==> src/rtl/serial_adder_ctrl.sv <==
// serial_adder_ctrl: bit-serial adder around a single fulladder cell (optional subtract via SERIAL_ADDER_SUB_EN)
module fulladder (
  input  logic a,
  input  logic b,
  input  logic cin,
  output logic s,
  output logic cout
);
  assign s    = a ^ b ^ cin;
  assign cout = (a & b) | (cin & (a ^ b));
endmodule

module serial_adder_ctrl #(
  parameter int WIDTH = 8
) (
  input  logic             clk,
  input  logic             rst,
  input  logic             start,
  input  logic [WIDTH-1:0] a,
  input  logic [WIDTH-1:0] b,
  input  logic             cin,
`ifdef SERIAL_ADDER_SUB_EN
  input  logic             sub,
`endif
  output logic             busy,
  output logic             done,
  output logic [WIDTH-1:0] sum,
  output logic             cout
);
  localparam int CNT_W = $clog2(WIDTH + 1);
  typedef enum logic [1:0] {IDLE, RUN, DONE} state_t;
  state_t             state_q;
  logic [WIDTH-1:0]   a_sh_q, b_sh_q, sum_sh_q, sum_q;
  logic [WIDTH-1:0]   sum_sh_d, b_ld_d;
  logic [CNT_W-1:0]   cnt_q;
  logic               carry_q, cout_q, carry_ld_d;
  logic               fa_s, fa_cout, accept, last;
  fulladder fa (
    .a    (a_sh_q[0]),
    .b    (b_sh_q[0]),
    .cin  (carry_q),
    .s    (fa_s),
    .cout (fa_cout)
  );
  // Operand load values and serial datapath next-state
  always_comb begin
`ifdef SERIAL_ADDER_SUB_EN
    b_ld_d     = sub ? ~b : b;
    carry_ld_d = sub ? 1'b1 : cin;
`else
    b_ld_d     = b;
    carry_ld_d = cin;
`endif
    sum_sh_d = {fa_s, sum_sh_q[WIDTH-1:1]};
    accept   = start && (state_q == IDLE || state_q == DONE);
    last     = cnt_q == CNT_W'(WIDTH - 1);
  end
  // Control FSM with shift registers, carry flop and result registers
  always_ff @(posedge clk) begin
    if (rst) begin
      state_q  <= IDLE;
      a_sh_q   <= '0;
      b_sh_q   <= '0;
      sum_sh_q <= '0;
      sum_q    <= '0;
      cnt_q    <= '0;
      carry_q  <= 1'b0;
      cout_q   <= 1'b0;
    end else if (accept) begin
      state_q <= RUN;
      a_sh_q  <= a;
      b_sh_q  <= b_ld_d;
      carry_q <= carry_ld_d;
      cnt_q   <= '0;
    end else if (state_q == RUN) begin
      a_sh_q   <= a_sh_q >> 1;
      b_sh_q   <= b_sh_q >> 1;
      sum_sh_q <= sum_sh_d;
      carry_q  <= fa_cout;
      cnt_q    <= cnt_q + 1'b1;
      if (last) begin
        sum_q   <= sum_sh_d;
        cout_q  <= fa_cout;
        state_q <= DONE;
      end
    end else if (state_q == DONE) begin
      state_q <= IDLE;
    end
  end
  assign busy = state_q == RUN;
  assign done = state_q == DONE;
  assign sum  = sum_q;
  assign cout = cout_q;
endmodule

==> config.mk <==
export PLATFORM = sky130hd
export DESIGN_NAME = serial_adder_ctrl
export DESIGN_NICKNAME = d
export VERILOG_FILES = /design/src/rtl/serial_adder_ctrl.sv
export SDC_FILE = /design/constraint.sdc
export NUM_CORES = 1
export LEC_CHECK = 0
export BUFFER_PORTS_ARGS = -buffer_cell sky130_fd_sc_hd__buf_2
export CAP_MARGIN = 10
export CORE_MARGIN = 10
export CORE_UTILIZATION = 45
export CTS_CLUSTER_SIZE = 10
export DETAILED_ROUTE_END_ITERATION = 8
export HOLD_SLACK_MARGIN = 0.1
export PLACE_DENSITY = 0.64
export SETUP_SLACK_MARGIN = 0.4
export SLEW_MARGIN = 20
export SYNTH_ARGS = -nofsm -noshare
export SYNTH_HDL_FRONTEND = slang
export SYNTH_SLANG_ARGS = --single-unit
==> constraint.sdc <==
create_clock -name clk -period 3.67 [get_ports clk]
set_clock_uncertainty 0.15 [all_clocks]
set_input_delay 0.1835 -clock clk [delete_from_list [all_inputs] [get_ports clk]]
set_output_delay 0.1835 -clock clk [all_outputs]
set_load 0.02 [all_outputs]
==> impl_metrics.csv, run 1 <==
group,metric,value,unit
yosys,synth_fp_nets,196,
pwr,p_leak,0.817,nW
yosys,synth_top_cell_by_area,"dfxtp_1",
yosys,synth.distinct_cells,28,
setup_path,cp_data_arrival_time,1850,ps
timing,period_minus_slack,2180,ps
die,die-area,0.00656,mm2
die,die-height,81.0,um
clock_tree,cts_max_level,2,
yosys,synth-edff-count,0,
yosys,synth-async-reset-ratio,0,%
timing,setup_tns,0,ps
timing,tightest_slew,782,ps
die,ios,31,
placement,port_buffers,30,
worst_hold_path,hold_start,"start",
yosys,netlist_area,0.00167,mm2
finish,nNetsFinal,239,
global_route,grt_max_degree,41,
yosys,syn_inst,171,
timing,slew_headroom,47.7,%
placement,hpwl,2220,um
global_route,gr-usage-all-layers,11.3,%
global_route,overflow,0,
detailed_routing,drc,0,
clock_tree,cts-root-buf,"clkbuf_8",
detailed_routing,firstDrtPassIters,4,
setup_path,worstPathCellList,"inv_1, ha_1, buf_4, buf_2",
detailed_routing,wl_met1,1570,um
clock_tree,cts_buffers,5,
timing,post-route-period-util,59.4,%
yosys,synth_flop_cell,"dfxtp_1",
setup_path,start_kind,"register",
timing,worst_hold_slack,245,ps
setup_path,crit_type,"reg -> out",
finish,area_growth,23.7,%
setup_path,cpPeakStageDelay,460,ps
run,drv_cap,0,
setup_path,cp.required,3340,ps
global_route,grt_pass1_wl,5890,um
yosys,synth-seq-cells,39,
timing,slew_violations,0,
pwr,power.density,457,mW/mm2
global_route,antenna_found_initial,1,
detailed_routing,route.met2.wl,1590,um
timing,max_freq,0.459,GHz
detailed_routing,ant_nets,0,
global_route,grt_pass1_vias,1305,
detailed_routing,drt-total-wl,3410,um
detailed_routing,highest_layer,"met4",
detailed_routing,vias,1329,
yosys,post-synth-top-count-cell,"dfxtp_1",
setup_path,worstSetupEndpointType,"output port",
worst_hold_path,hp-class,"in -> reg",
clock_tree,clk_latency,290,ps
placement,place_congestion,0.722,
timing,hold_violations,0,
clock_tree,path_clk_slew,80,ps
clock_tree,cts_buffer_depth,2,
yosys,yosys.area.top_type_share,46.6,%
clock_tree,cts_resized,0,
detailed_routing,dr_wl_met3,170,um
finish,num-fill-cells,348,
timing,setup_viol,0,
detailed_routing,wl_per_cell,12.9,um
yosys,synth_seq_area_share,46.6,%
clock_tree,cts_tree,"built",
setup_path,cp_max_fo,25,
clock_tree,cts_setup_buffers,0,
finish,drive_above_1_share,18.6,%
pwr,vdd_ir_drop_max,0.251,mV
die,die_w,81.0,um
die,rows,22,
die,initial_utilization,46.1,%
timing,rsz0062_at_grt,"no",
setup_path,crit_start,"state_q[1]",
yosys,ys_top_cells_by_count,"39 x dfxtp_1, 23 x mux2i_1, 22 x nor2_1",
setup_path,regToRegStartpoint,"state_q[1]",
detailed_routing,vias_per_cell,5.03,
die,fp.coreArea,0.00363,mm2
detailed_routing,drt_iter0_drc,88,
yosys,yosysWarnings,0,
clock_tree,cts.sinks,39,
setup_path,cpMaxStageDelayCell,"ha_1",
yosys,synthTopCellsByArea,"dfxtp_1 47%, mux2i_1 14%, a211oi_1 6.3%",
outcome,outcome,"completed",
yosys,avgSynthCellArea,9.79,um2
==> worst max-delay path, delay by kind of cell, from the launching register on <==
family | cells | cell delay, ps
adders and majority gates | 1 | 460
buffers and inverters | 3 | 750
DFF | 1 | 330
==> logic make-up (layout without fill, tap and decap cells) <==
family                     after synthesis  after routing  share of synthesized area [%]
AOI/OAI and AO/OA                       32             32                           13.5
xor gates and xnor gates                 3              3                           1.57
adders and majority gates                5              5                           4.19
buffers and inverters                   14             58                           6.05
DFF                                     39             39                           46.6
muxes                                   23             23                           13.8
other                                    0              1                              0
and+or+nand+nor                         55             55                           14.4
==> stage by stage <==
| step | cells | utilization [%] | setup slack (ps) | total power, mW | cell area [um2] |
|---|---|---|---|---|---|
| global route | 264 | 57.0 | 1370 | 0.997 | 2070 |
| floorplan | 171 | - | 2100 | 0.610 | 1670 |
| finish | 264 | 57.0 | 1490 | 0.946 | 2070 |
| detailed placement | 238 | 49.5 | 1700 | 0.627 | 1800 |
| global placement | 238 | 49.5 | 1790 | 0.623 | 1800 |
| CTS | 263 | 56.9 | 1480 | 0.956 | 2070 |
==> routing by layer <==
metal,track usage [%],up-vias
met5,0,-
met4,5.54,0
li1,-,684
met2,17.8,21
met1,12.9,615
met3,4.64,9
==> cell type report <==
type	instances	area, um2	share of cell area (%)
multi-input combinational	118	792	38.2
inverter	2	7.51	0.363
sequential	39	781	37.7
clock buffer	8	100	4.83
tap	48	60.1	2.90
timing repair buffer	48	328	15.8
antenna	1	2.50	0.121
==> registers in the layout, summed over array words and instances (netlist names) <==
| register | flops |
|---|---|
| a_sh_q | 8 |
| b_sh_q | 8 |
| sum | 8 |
| state_q | 2 |
| carry_q | 1 |
| cout | 1 |
| cnt_q | 4 |
| sum_sh_q | 7 |
==> power by group <==
group	switching (mW)	leakage, nW	total (mW)	internal, mW
sequential	0.0162	0.318	0.468	0.452
combinational	0.0841	0.447	0.163	0.0786
clock	0.144	0.0515	0.315	0.171
==> final timing paths <==
kind	cells after the start	to	slack (ps)
setup / recovery	4	busy	1490
hold / removal	4	b_sh_q[7]	240
setup reg to reg	6	cnt_q[3]	1650
hold reg to reg	2	sum[4]	300
==> layout by cell type (no fill, tap or decap) <==
| cell | instances |
|---|---|
| diode_2 | 1 |
| nand3b_1 | 3 |
| nor2_1 | 22 |
| buf_2 | 30 |
| nand2b_1 | 1 |
| buf_4 | 1 |
| xnor2_1 | 1 |
| dlygate4sd3_1 | 17 |
| inv_1 | 2 |
| clkbuf_8 | 7 |
| a211oi_2 | 1 |
| nand4b_1 | 1 |
| and4b_1 | 1 |
| mux2i_1 | 23 |
| ha_1 | 4 |
| nand4_1 | 1 |
| nand2_1 | 21 |
| a211oi_1 | 14 |
| a21oi_1 | 12 |
| a211o_1 | 1 |
| a21boi_0 | 1 |
| o31ai_1 | 1 |
| nor3_1 | 5 |
| o21a_1 | 1 |
| dfxtp_1 | 39 |
| clkbuf_1 | 1 |
| o21ai_4 | 1 |
| fa_1 | 1 |
| xor2_1 | 2 |
==> what timing repair did <==
action | CTS | global route
hold buffers | 17 | 0
hold endpoints to repair | 17 | 0
endpoints found under the setup margin | 0 | 0
Note: power is estimated with default switching activity, not from simulation.
==> run 2, diff against run 1 <==
--- a/config.mk
+++ b/config.mk
@@ -5,6 +5,7 @@
 export SDC_FILE = /design/constraint.sdc
 export NUM_CORES = 1
 export LEC_CHECK = 0
+export ABC_AREA = 1
 export BUFFER_PORTS_ARGS = -buffer_cell sky130_fd_sc_hd__buf_2
 export CAP_MARGIN = 10
 export CORE_MARGIN = 10
@@ -12,7 +13,7 @@
 export CTS_CLUSTER_SIZE = 10
 export DETAILED_ROUTE_END_ITERATION = 8
 export HOLD_SLACK_MARGIN = 0.1
-export PLACE_DENSITY = 0.64
+export PLACE_DENSITY = 0.66
 export SETUP_SLACK_MARGIN = 0.4
 export SLEW_MARGIN = 20
 export SYNTH_ARGS = -nofsm -noshare
==> constraint.sdc (replaced) <==
create_clock -name clk -period 1.88 [get_ports clk]
set_clock_uncertainty 0.15 [all_clocks]
set_input_delay 0.094 -clock clk [delete_from_list [all_inputs] [get_ports clk]]
set_output_delay 0.094 -clock clk [all_outputs]
set_load 0.02 [all_outputs]
==> run 2 against run 1 <==
  * Hold slack got worse by 49 ps
  * Non-clock buffer count grew 14
  * Routed wire length increased by 27%
  * Highest routed layer unchanged
  * Largest cell class unchanged
  * Setup slack got worse by 1100 ps
  * Clock power up 130%
  * Area after synthesis up 6.5%
  * Global-route usage grew 0.30 points
  * Largest power group unchanged
  * Critical path depth is 4 higher
  * First-iteration DRC count down 18%
  * Sequential power rose by 95%
==> impl_metrics.csv, run 2 <==
group,metric,value,unit
outcome,outcome,"completed",
timing,hold_violations,0,
setup_path,timing.rr.end,"b_sh_q[0]",
worst_hold_path,hp-class,"in -> reg",
timing,max_freq,0.669,GHz
detailed_routing,drc,0,
finish,num-fill-cells,359,
detailed_routing,drt-total-wl,4310,um
setup_path,cp_max_fo,8,
clock_tree,cts_buffer_depth,2,
global_route,antenna_found_initial,0,
clock_tree,clk_latency,290,ps
timing,slew_headroom,75.9,%
global_route,grt_pass1_wl,6950,um
pwr,p_leak,1.09,nW
finish,drive_above_1_share,26.2,%
setup_path,crit_end,"b_sh_q[0]",
yosys,syn_inst,236,
yosys,synth_flop_cell,"dfxtp_1",
setup_path,reg2reg_depth,8,
worst_hold_path,hold_depth,4,
setup_path,crit_type,"reg -> reg",
finish,antenna_cells,0,
run,drv_cap,0,
clock_tree,cts-root-buf,"clkbuf_8",
timing,slew_violations,0,
placement,pre_cts_slack,256,ps
placement,port_buffers,30,
die,die-height,82.9,um
placement,place_congestion,0.779,
yosys,post-synth-top-count-cell,"nand2_1",
yosys,synth_seq_area_share,43.8,%
finish,multi_input_area,916,um2
clock_tree,path_clk_slew,70,ps
yosys,netlist_area,0.00178,mm2
timing,setup_viol,0,
die,fp.coreArea,0.00374,mm2
placement,hpwl,2660,um
timing,setup_tns,0,ps
pwr,power.density,826,mW/mm2
clock_tree,cts.sinks,39,
yosys,ys_top_cells_by_count,"64 x nand2_1, 39 x dfxtp_1, 25 x a21oi_1",
yosys,synth.distinct_cells,27,
timing,worst_hold_slack,195,ps
yosys,synth-async-reset-ratio,0,%
yosys,synth-edff-count,0,
clock_tree,cts_max_level,2,
finish,seq_area,787,um2
finish,final_cell_mix,"62 x nand2_1, 36 x dfxtp_1, 30 x buf_2",
clock_tree,cts_tree,"built",
die,rows,22,
detailed_routing,vias,1679,
global_route,grt_pass1_vias,1538,
finish,area_growth,37.2,%
yosys,yosysWarnings,0,
yosys,avgSynthCellArea,7.55,um2
finish,final_util,65.3,%
setup_path,r2r_setup_slack,390,ps
yosys,synth_fp_nets,261,
setup_path,start_kind,"register",
detailed_routing,ant_nets,0,
yosys,synthTopCellsByArea,"dfxtp_1 44%, nand2_1 13%, a21oi_1 7.0%",
detailed_routing,firstDrtPassIters,4,
global_route,gr-usage-all-layers,11.6,%
pwr,power_frac_comb,19.3,%
pwr,vdd_ir_drop_max,0.561,mV
timing,tightest_slew,361,ps
global_route,grt_max_degree,18,
detailed_routing,drt_iter0_drc,72,
setup_path,cp_data_arrival_time,1520,ps
pwr,seq_power_share,45.2,%
die,initial_utilization,47.6,%
finish,nNetsFinal,318,
yosys,synth_top_cell_by_area,"dfxtp_1",
pwr,power.switching,522,uW
detailed_routing,wl_per_cell,12.6,um
timing,post-route-period-util,79.5,%
die,die_w,82.9,um
pwr,p_int,1.50,mW
die,ios,31,
timing,period_minus_slack,1490,ps
die,die-area,0.00688,mm2
yosys,synth-seq-cells,39,
global_route,overflow,0,
timing,rsz0062_at_grt,"yes",
setup_path,regToRegStartpoint,"state_q[1]",
pwr,p_clk_share,35.5,%
timing,layout_setup_ws,385,ps
clock_tree,cts_buffers,5,
setup_path,crit_start,"state_q[1]",
pwr,p_sw_share,25.9,%
finish,final_common_cell,"nand2_1",
setup_path,worstSetupEndpointType,"register",
yosys,yosys.area.top_type_share,43.8,%
setup_path,cp.required,1910,ps
detailed_routing,vias_per_cell,4.91,
[run 2: cell types whose count changed after synthesis, sizes merged, moves of 2 or more]
cell,change
o21ai,+10
mux2i,-21
nand3,+16
nand2,+45
a211oi,-15
a21oi,+13
nand3b,+8
inv,+14
nor2,+3
buf,+2
nor3,-4
[run 2: per-stage QoR]
step	std cells	instance area [um2]	power [mW]
floorplan	236	1790	1.16
global placement	308	1950	1.21
detailed placement	308	1950	1.22
CTS	336	2290	1.98
global route	342	2450	2.13
finish	342	2450	2.02
[run 2: repair_timing]
item	in CTS	in global routing
hold buffers	18	0
hold endpoints to repair	21	0
setup buffers	2	3
setup endpoints to repair	24	29
gates resized for setup	6	28
cloned	0	3
pin swaps	0	3
[run 2: critical path, cell delays in order (launching register included)]
cell and delay (ps):
dfxtp_2 340, inv_2 90, ha_2 180, inv_2 40, nand2_4 100, nand2_8 100, clkbuf_16 180, o21ai_1 140
a21oi_1 60
[run 2: cells by family after synthesis]
| kind of cell | count (synthesis) | share of synthesized area, % |
|---|---|---|
| xor gates and xnor gates | 2 | 0.983 |
| buffers and inverters | 30 | 9.54 |
| adders and majority gates | 5 | 3.93 |
| AOI/OAI and AO/OA | 37 | 10.7 |
| DFF | 39 | 43.8 |
| muxes | 2 | 1.12 |
| and+or+nand+nor | 121 | 30.0 |
[run 2: power by group through the flow]
stage | logic [mW] | registers (mW) | clock network, mW
2_1_floorplan | 0.235 | 0.923 | 0
3_3_place_gp | 0.281 | 0.928 | 0
3_5_place_dp | 0.288 | 0.928 | 0
4_1_cts | 0.334 | 0.911 | 0.735
5_1_grt | 0.434 | 0.920 | 0.771
6_report | 0.389 | 0.913 | 0.718
[run 2: worst min path at each step]
stage | to | startpoint
5_1_grt | b_sh_q[5] | start
4_1_cts | b_sh_q[2] | start
3_3_place_gp | a_sh_q[0] | a[0]
6_report | b_sh_q[3] | start
2_1_floorplan | a_sh_q[4] | rst
3_5_place_dp | a_sh_q[0] | a[0]
[run 2: layer usage]
layer	vias up	GRT usage [%]	share of wire, %
met1	756	14.1	45
li1	877	-	-
met4	0	3.69	0.88
met2	41	18.2	47
met3	5	4.39	6.6
met5	-	0	0
[run 2: layout make-up]
class / instances / area share [%]
clock buffers: 6 / 3.38
clock inverters: 2 / 1.43
inverters: 17 / 2.92
multi-input cells: 168 / 37.4
flip-flops and latches: 39 / 32.2
well taps: 48 / 2.46
repair buffers: 62 / 20.2
